## config.mk

```make
export PLATFORM = sky130hd
export DESIGN_NAME = mem_access_sequencer
export DESIGN_NICKNAME = d
export VERILOG_FILES = /design/src/rtl/mem_ctrl_pkg.sv /design/src/rtl/mem_lane_unit.sv /design/src/rtl/mem_access_sequencer.sv
export SDC_FILE = /design/constraint.sdc
export NUM_CORES = 1
export LEC_CHECK = 0
export CORE_UTILIZATION = 52
export DETAILED_ROUTE_END_ITERATION = 8
export PLACE_DENSITY = 0.86
export SLEW_MARGIN = 10
export SYNTH_ARGS = -nofsm -noshare
export SYNTH_HDL_FRONTEND = slang
export SYNTH_SLANG_ARGS = --single-unit
```

## constraint.sdc

```tcl
create_clock -name iCLK -period 7.25 [get_ports iCLK]
set_clock_uncertainty 0.15 [all_clocks]
set_input_delay 1.45 -clock iCLK [delete_from_list [all_inputs] [get_ports iCLK]]
set_output_delay 1.45 -clock iCLK [all_outputs]
set_load 0.005 [all_outputs]
```

## src/rtl/mem_ctrl_pkg.sv

```systemverilog
// Shared definitions for the data-RAM access sequencer: funct3 encodings,
// sequencer states, read-latency bound and the access legality rule.
package mem_ctrl_pkg;

  // RISC-V load/store funct3 encodings (the low two bits give the access size)
  localparam logic [2:0] F3_B  = 3'd0;
  localparam logic [2:0] F3_H  = 3'd1;
  localparam logic [2:0] F3_W  = 3'd2;
  localparam logic [2:0] F3_BU = 3'd4;
  localparam logic [2:0] F3_HU = 3'd5;

  // Largest supported RAM read latency and the width of the WAIT down-counter
  localparam int RD_LAT_MAX = 4;
  localparam int LAT_CNT_W  = $clog2(RD_LAT_MAX);

  typedef enum logic [2:0] {
    S_IDLE,
    S_RD,
    S_WAIT,
    S_WR,
    S_DONE
  } seqState_t;

  // True when an access must be rejected: illegal funct3 for the direction,
  // or a half/word access that is not naturally aligned.
  function automatic logic isRejected(input logic isStore,
                                      input logic [2:0] funct3,
                                      input logic [1:0] lane);
    logic illegal;
    if (isStore) illegal = (funct3 > F3_W);
    else         illegal = !(funct3 inside {F3_B, F3_H, F3_W, F3_BU, F3_HU});
    return illegal
        || ((funct3[1:0] == 2'd1) && lane[0])
        || ((funct3[1:0] == 2'd2) && (lane != 2'd0));
  endfunction

endpackage

```

## src/rtl/mem_lane_unit.sv

```systemverilog
// Combinational byte-lane logic: merges store data into a read word and
// extracts/extends load results from a read word.
module mem_lane_unit
  import mem_ctrl_pkg::*;
(
  input  logic [31:0] oldWord,
  input  logic [31:0] storeData,
  input  logic [2:0]  funct3,
  input  logic [1:0]  lane,
  output logic [31:0] mergedWord,
  output logic [31:0] loadValue
);

  // Replace only the lanes covered by the store; word stores pass through.
  function automatic logic [31:0] mergeStore(input logic [31:0] word,
                                             input logic [31:0] data,
                                             input logic [2:0]  f3,
                                             input logic [1:0]  ln);
    logic [31:0] w;
    w = word;
    case (f3)
      F3_B:    w[{ln, 3'b000} +: 8] = data[7:0];
      F3_H:    if (ln[1]) w[31:16] = data[15:0];
               else       w[15:0]  = data[15:0];
      default: w = data;
    endcase
    return w;
  endfunction

  // Select the addressed lanes and sign- or zero-extend them.
  function automatic logic [31:0] extractLoad(input logic [31:0] word,
                                              input logic [2:0]  f3,
                                              input logic [1:0]  ln);
    logic [7:0]  b;
    logic [15:0] h;
    b = word[{ln, 3'b000} +: 8];
    h = ln[1] ? word[31:16] : word[15:0];
    case (f3)
      F3_B:    return {{24{b[7]}}, b};
      F3_BU:   return {24'h0, b};
      F3_H:    return {{16{h[15]}}, h};
      F3_HU:   return {16'h0, h};
      default: return word;
    endcase
  endfunction

  assign mergedWord = mergeStore(oldWord, storeData, funct3, lane);
  assign loadValue  = extractLoad(oldWord, funct3, lane);

endmodule

```

## src/rtl/mem_access_sequencer.sv

```systemverilog
// Sequences core loads/stores onto a single-port word RAM. Word stores write
// directly; byte/half stores read-modify-write; loads read and extend.
module mem_access_sequencer
  import mem_ctrl_pkg::*;
#(
  parameter int RD_LAT = 1
) (
  input  logic        iCLK,
  input  logic        iRST_N,
  input  logic        iREQ,
  input  logic        iWE,
  input  logic [2:0]  iFUNC3,
  input  logic [31:0] iADDR,
  input  logic [31:0] iWDATA,
  output logic        oREADY,
  output logic        oDONE,
  output logic        oMISALIGN,
  output logic [31:0] oRDATA,
  output logic        oRAM_CE,
  output logic        oRAM_WR,
  output logic [31:0] oRAM_ADDR,
  output logic [31:0] oRAM_DATA,
  input  logic [31:0] iRAM_DATA
);

  seqState_t state, nextState;

  logic                 isStoreQ;
  logic [2:0]           funct3Q;
  logic [1:0]           laneQ;
  logic [31:0]          wdataQ;
  logic                 misalignQ;
  logic [LAT_CNT_W-1:0] waitCnt;
  logic                 accept;
  logic                 reqReject;
  logic                 lastWait;
  logic [31:0]          mergedWord;
  logic [31:0]          loadValue;

  assign accept    = iREQ && oREADY;
  assign reqReject = isRejected(iWE, iFUNC3, iADDR[1:0]);
  assign lastWait  = (state == S_WAIT) && (waitCnt == '0);

  mem_lane_unit laneUnit (
    .oldWord    (iRAM_DATA),
    .storeData  (wdataQ),
    .funct3     (funct3Q),
    .lane       (laneQ),
    .mergedWord (mergedWord),
    .loadValue  (loadValue)
  );

  // State register; reset forces IDLE at once so RAM strobes drop asynchronously.
  always_ff @(posedge iCLK or negedge iRST_N) begin
    // NOTE: non-blocking assignments so every flop samples pre-edge values.
    if (!iRST_N) state <= S_IDLE;
    else         state <= nextState;
  end

  // Next-state decode; the request decision is made from the live inputs in IDLE.
  always_comb begin
    // NOTE: default first so no path leaves nextState unassigned (no latch).
    nextState = state;
    case (state)
      S_IDLE: begin
        if (iREQ) begin
          if (reqReject)                    nextState = S_DONE;
          else if (iWE && iFUNC3 == F3_W)   nextState = S_WR;
          else                              nextState = S_RD;
        end
      end
      S_RD:    nextState = S_WAIT;
      S_WAIT:  if (waitCnt == '0) nextState = isStoreQ ? S_WR : S_DONE;
      S_WR:    nextState = S_DONE;
      S_DONE:  nextState = S_IDLE;
      default: nextState = S_IDLE;
    endcase
  end

  // Handshake and RAM strobes decoded purely from state.
  always_comb begin
    oREADY  = 1'b0;
    oDONE   = 1'b0;
    oRAM_CE = 1'b0;
    oRAM_WR = 1'b0;
    case (state)
      S_IDLE: oREADY = 1'b1;
      S_RD:   oRAM_CE = 1'b1;
      S_WR: begin
        oRAM_CE = 1'b1;
        oRAM_WR = 1'b1;
      end
      S_DONE: oDONE = 1'b1;
      default: ;
    endcase
  end

  assign oMISALIGN = oDONE && misalignQ;

  // Request capture, WAIT down-counter, read-word merge and load result.
  always_ff @(posedge iCLK or negedge iRST_N) begin
    if (!iRST_N) begin
      isStoreQ  <= 1'b0;
      funct3Q   <= 3'd0;
      laneQ     <= 2'd0;
      wdataQ    <= '0;
      misalignQ <= 1'b0;
      waitCnt   <= '0;
      oRDATA    <= '0;
      oRAM_ADDR <= '0;
      oRAM_DATA <= '0;
    end else begin
      if (accept) begin
        isStoreQ  <= iWE;
        funct3Q   <= iFUNC3;
        laneQ     <= iADDR[1:0];
        wdataQ    <= iWDATA;
        misalignQ <= reqReject;
        oRAM_ADDR <= {iADDR[31:2], 2'b00};
        // Word stores write straight from here; RMW stores overwrite it later.
        if (iWE) oRAM_DATA <= iWDATA;
      end
      if (state == S_RD)       waitCnt <= LAT_CNT_W'(RD_LAT - 1);
      else if (state == S_WAIT && waitCnt != '0) waitCnt <= waitCnt - 1'b1;
      // The read word is valid in the last WAIT cycle.
      if (lastWait) begin
        if (isStoreQ) oRAM_DATA <= mergedWord;
        else          oRDATA    <= loadValue;
      end
    end
  end

endmodule

```

==> results_dict.tcl <==
set metrics [dict create \
    place_congestion 0.910 \
    crit_path_top_delay_cell "nor4b_4" \
    yosys_warnings 0 \
    numCtsBuffers 17 \
    p_per_area_nw_per_um2 435 \
    critPathMaxStageDelay_ps 930 \
    critPathArrivalTime_ps 4290 \
    fin_ws_ps 3040 \
    ant_nets 0 \
    ys_top_cells_by_area "dfrtp_1 48%, nand2_1 14%, mux2i_1 4.2%" \
    status "completed" \
    die_height_um 119 \
    tritoncts "done" \
    worstSkewPairLatency_ps 430 \
    drv_cap 0 \
    post_cts_buffers 0 \
    netlist_area_um2 7130 \
    areaGrowthSynthToFinish_pct 36.2 \
    cts.path.max_buffers 2 \
    hp-class "reg2reg" \
    avgSynthCellArea_um2 8.79 \
    drc_errors 0 \
    die_w_um 119 \
    cts_sinks 138 \
    overflow 0 \
    yosysMostFrequentCell "nand2_1" \
    grt_antenna_before_repair 0 \
    fp.dieArea_um2 14200 \
    rrSetupSlack_ps 3950 \
    io_pins 204 \
    rsz0062_at_grt "false" \
    async_reset_ff_share_pct 100 \
    final.setup.tns_ps 0 \
    grt_pass1_vias 6438 \
    synth-edff-count 0 \
    end_kind "flop" \
    cts.repair.resized 0 \
    start_kind "input pin" \
    grtUsageTotal_pct 31.0 \
    cts.reportedPaths.clkPinSlew_ps 50 \
    vias 6897 \
    max_freq_mhz 237 \
    synthTopCellsByCount "266 x nand2_1, 138 x dfrtp_1, 40 x a21oi_1" \
    fillers 972 \
    multi_input_comb_area_um2 3290 \
    vdd_drop_max_mv 0.235 \
    drtPass1Iterations 5 \
    syn_inst 811 \
    ys_seq_area_share_pct 48.5 \
    fin_crit_ps 4210 \
    synth_top_area_share_pct 48.5 \
    ys.flop_type "dfrtp_1" \
    ys_types 55 \
    cts.htree.levels 4 \
    dp_slack_ps 2670 \
    wl_um 21400 \
    grt_pass1_wl_um 34000 \
    synth_top_cell_by_area "dfrtp_1" \
    p_total_mw 4.22 \
    cp_cell_sequence "clkdlybuf4s50_1 -> nor4b_4 -> buf_4 -> and2_1 -> buf_4 -> mux2i_1 -> o22ai_1" \
    avgRoutedWirePerCell_um 18.4 \
    required_ps 7320 \
    fin_nets 1086 \
    antenna_cells 0 \
    rows 42 \
    cp_common_cell "buf_4" \
    ctsHoldBuffers 0 \
    coreArea_um2 13300 \
    ys_ff_latch 138 \
    regArea_um2 3450 \
    dp_hpwl_um 14800 \
    via_per_inst 5.92 \
    path_class "in2reg" \
    cts_root_buf "clkbuf_16" \
    drive_gt1_share_pct 5.35 \
    crit_fanout 33 \
    io_buffers 201 \
    worst_pin_slew_ps 1160 \
    drtIter0Drc 646 \
    p_leak_nw 4.27 \
    setup_viol 0 \
    slew_headroom_pct 22.6 \
    start_util_pct 53.6 \
    hold_viol 0 \
    slew_viol_final 0 \
    fin_crit_sh_pct 58.1 \
    grt_max_degree 73 \
]
==> power by group <==
group          switching [mW]  internal [mW]  total, mW
clock                   0.316          0.542      0.859
sequential              0.296           1.14       1.44
combinational           0.986          0.939       1.93
total                    1.60           2.62       4.22
==> registers in the layout, indices dropped and copies added, names as in the netlist, 2 cells and up <==
name	flops
funct3Q	3
laneQ	2
oRAM_ADDR	30
oRAM_DATA	32
oRDATA	32
state	3
waitCnt	2
wdataQ	32
==> cell families after synthesis <==
group	synth area share (%)
AO/OA/AOI/OAI	18.9
flip-flops	48.5
AND/OR/NAND/NOR	21.3
other	0.0526
multiplexers	4.69
adder cells (fa/ha/maj)	1.05
buffers and inverters	5.53
==> cell usage in the layout, fill, tap and decap left out, types with 11 or more instances in the layout <==
| master | synthesis | layout |
|---|---|---|
| nand2_1 | 266 | 265 |
| clkdlybuf4s50_1 | 0 | 200 |
| dfrtp_1 | 138 | 138 |
| a21oi_1 | 40 | 40 |
| nor2_1 | 37 | 37 |
| o21ai_0 | 32 | 32 |
| a221oi_1 | 32 | 32 |
| mux2i_1 | 30 | 30 |
| inv_1 | 18 | 18 |
| clkbuf_16 | 0 | 17 |
| o21ai_1 | 11 | 11 |
==> worst paths after layout <==
| kind | startpoint | endpoint | cells after the start |
|---|---|---|---|
| min in group asynchronous | iRST_N | oRDATA[3]$_DFFE_PN0P_ | 1 |
| max | iREQ | oRAM_DATA[17]$_DFF_PN0_ | 7 |
| min reg2reg | wdataQ[17]$_DFFE_PN0P_ | wdataQ[17]$_DFFE_PN0P_ | 2 |
| max in group asynchronous | iRST_N | wdataQ[9]$_DFFE_PN0P_ | 2 |
| max reg2reg | state[1]$_DFFE_PN0P_ | oRAM_DATA[17]$_DFF_PN0_ | 6 |
| min | wdataQ[17]$_DFFE_PN0P_ | wdataQ[17]$_DFFE_PN0P_ | 2 |
==> routing by layer <==
layer	global-route usage (%)	part of all wire, %	wire, um
met2	46.5	45	9680
met1	41.7	40	8620
met5	0	0	0
met4	13.8	3.4	729
met3	8.91	11	2380
==> critical path: cells and delay by family <==
family          cells  cell delay, ps
buf+inv             3            1370
compound gates      1             110
mux                 1             240
simple gates        2            1100
==> final cells by class <==
class                   count  area share (%)
flip-flops and latches    138            35.6
multi-input cells         591            33.9
repair buffers            210            21.4
clock buffers              26            5.14
well taps                 176            2.27
clock inverters             6           0.890
inverters                  19           0.735
==> stage by stage <==
step / util (%) / std cells / hold slack [ps] / cell area [um2]
after CTS: 73.0 / 1166 / 321 / 9700
after floorplan: - / 812 / 290 / 7130
final: 73.0 / 1166 / 321 / 9700
after global placement: 68.6 / 1134 / 302 / 9120
after global routing: 73.0 / 1166 / 338 / 9700
after detailed placement: 68.6 / 1134 / 307 / 9120
No activity file was read; power rests on OpenSTA's default activity.
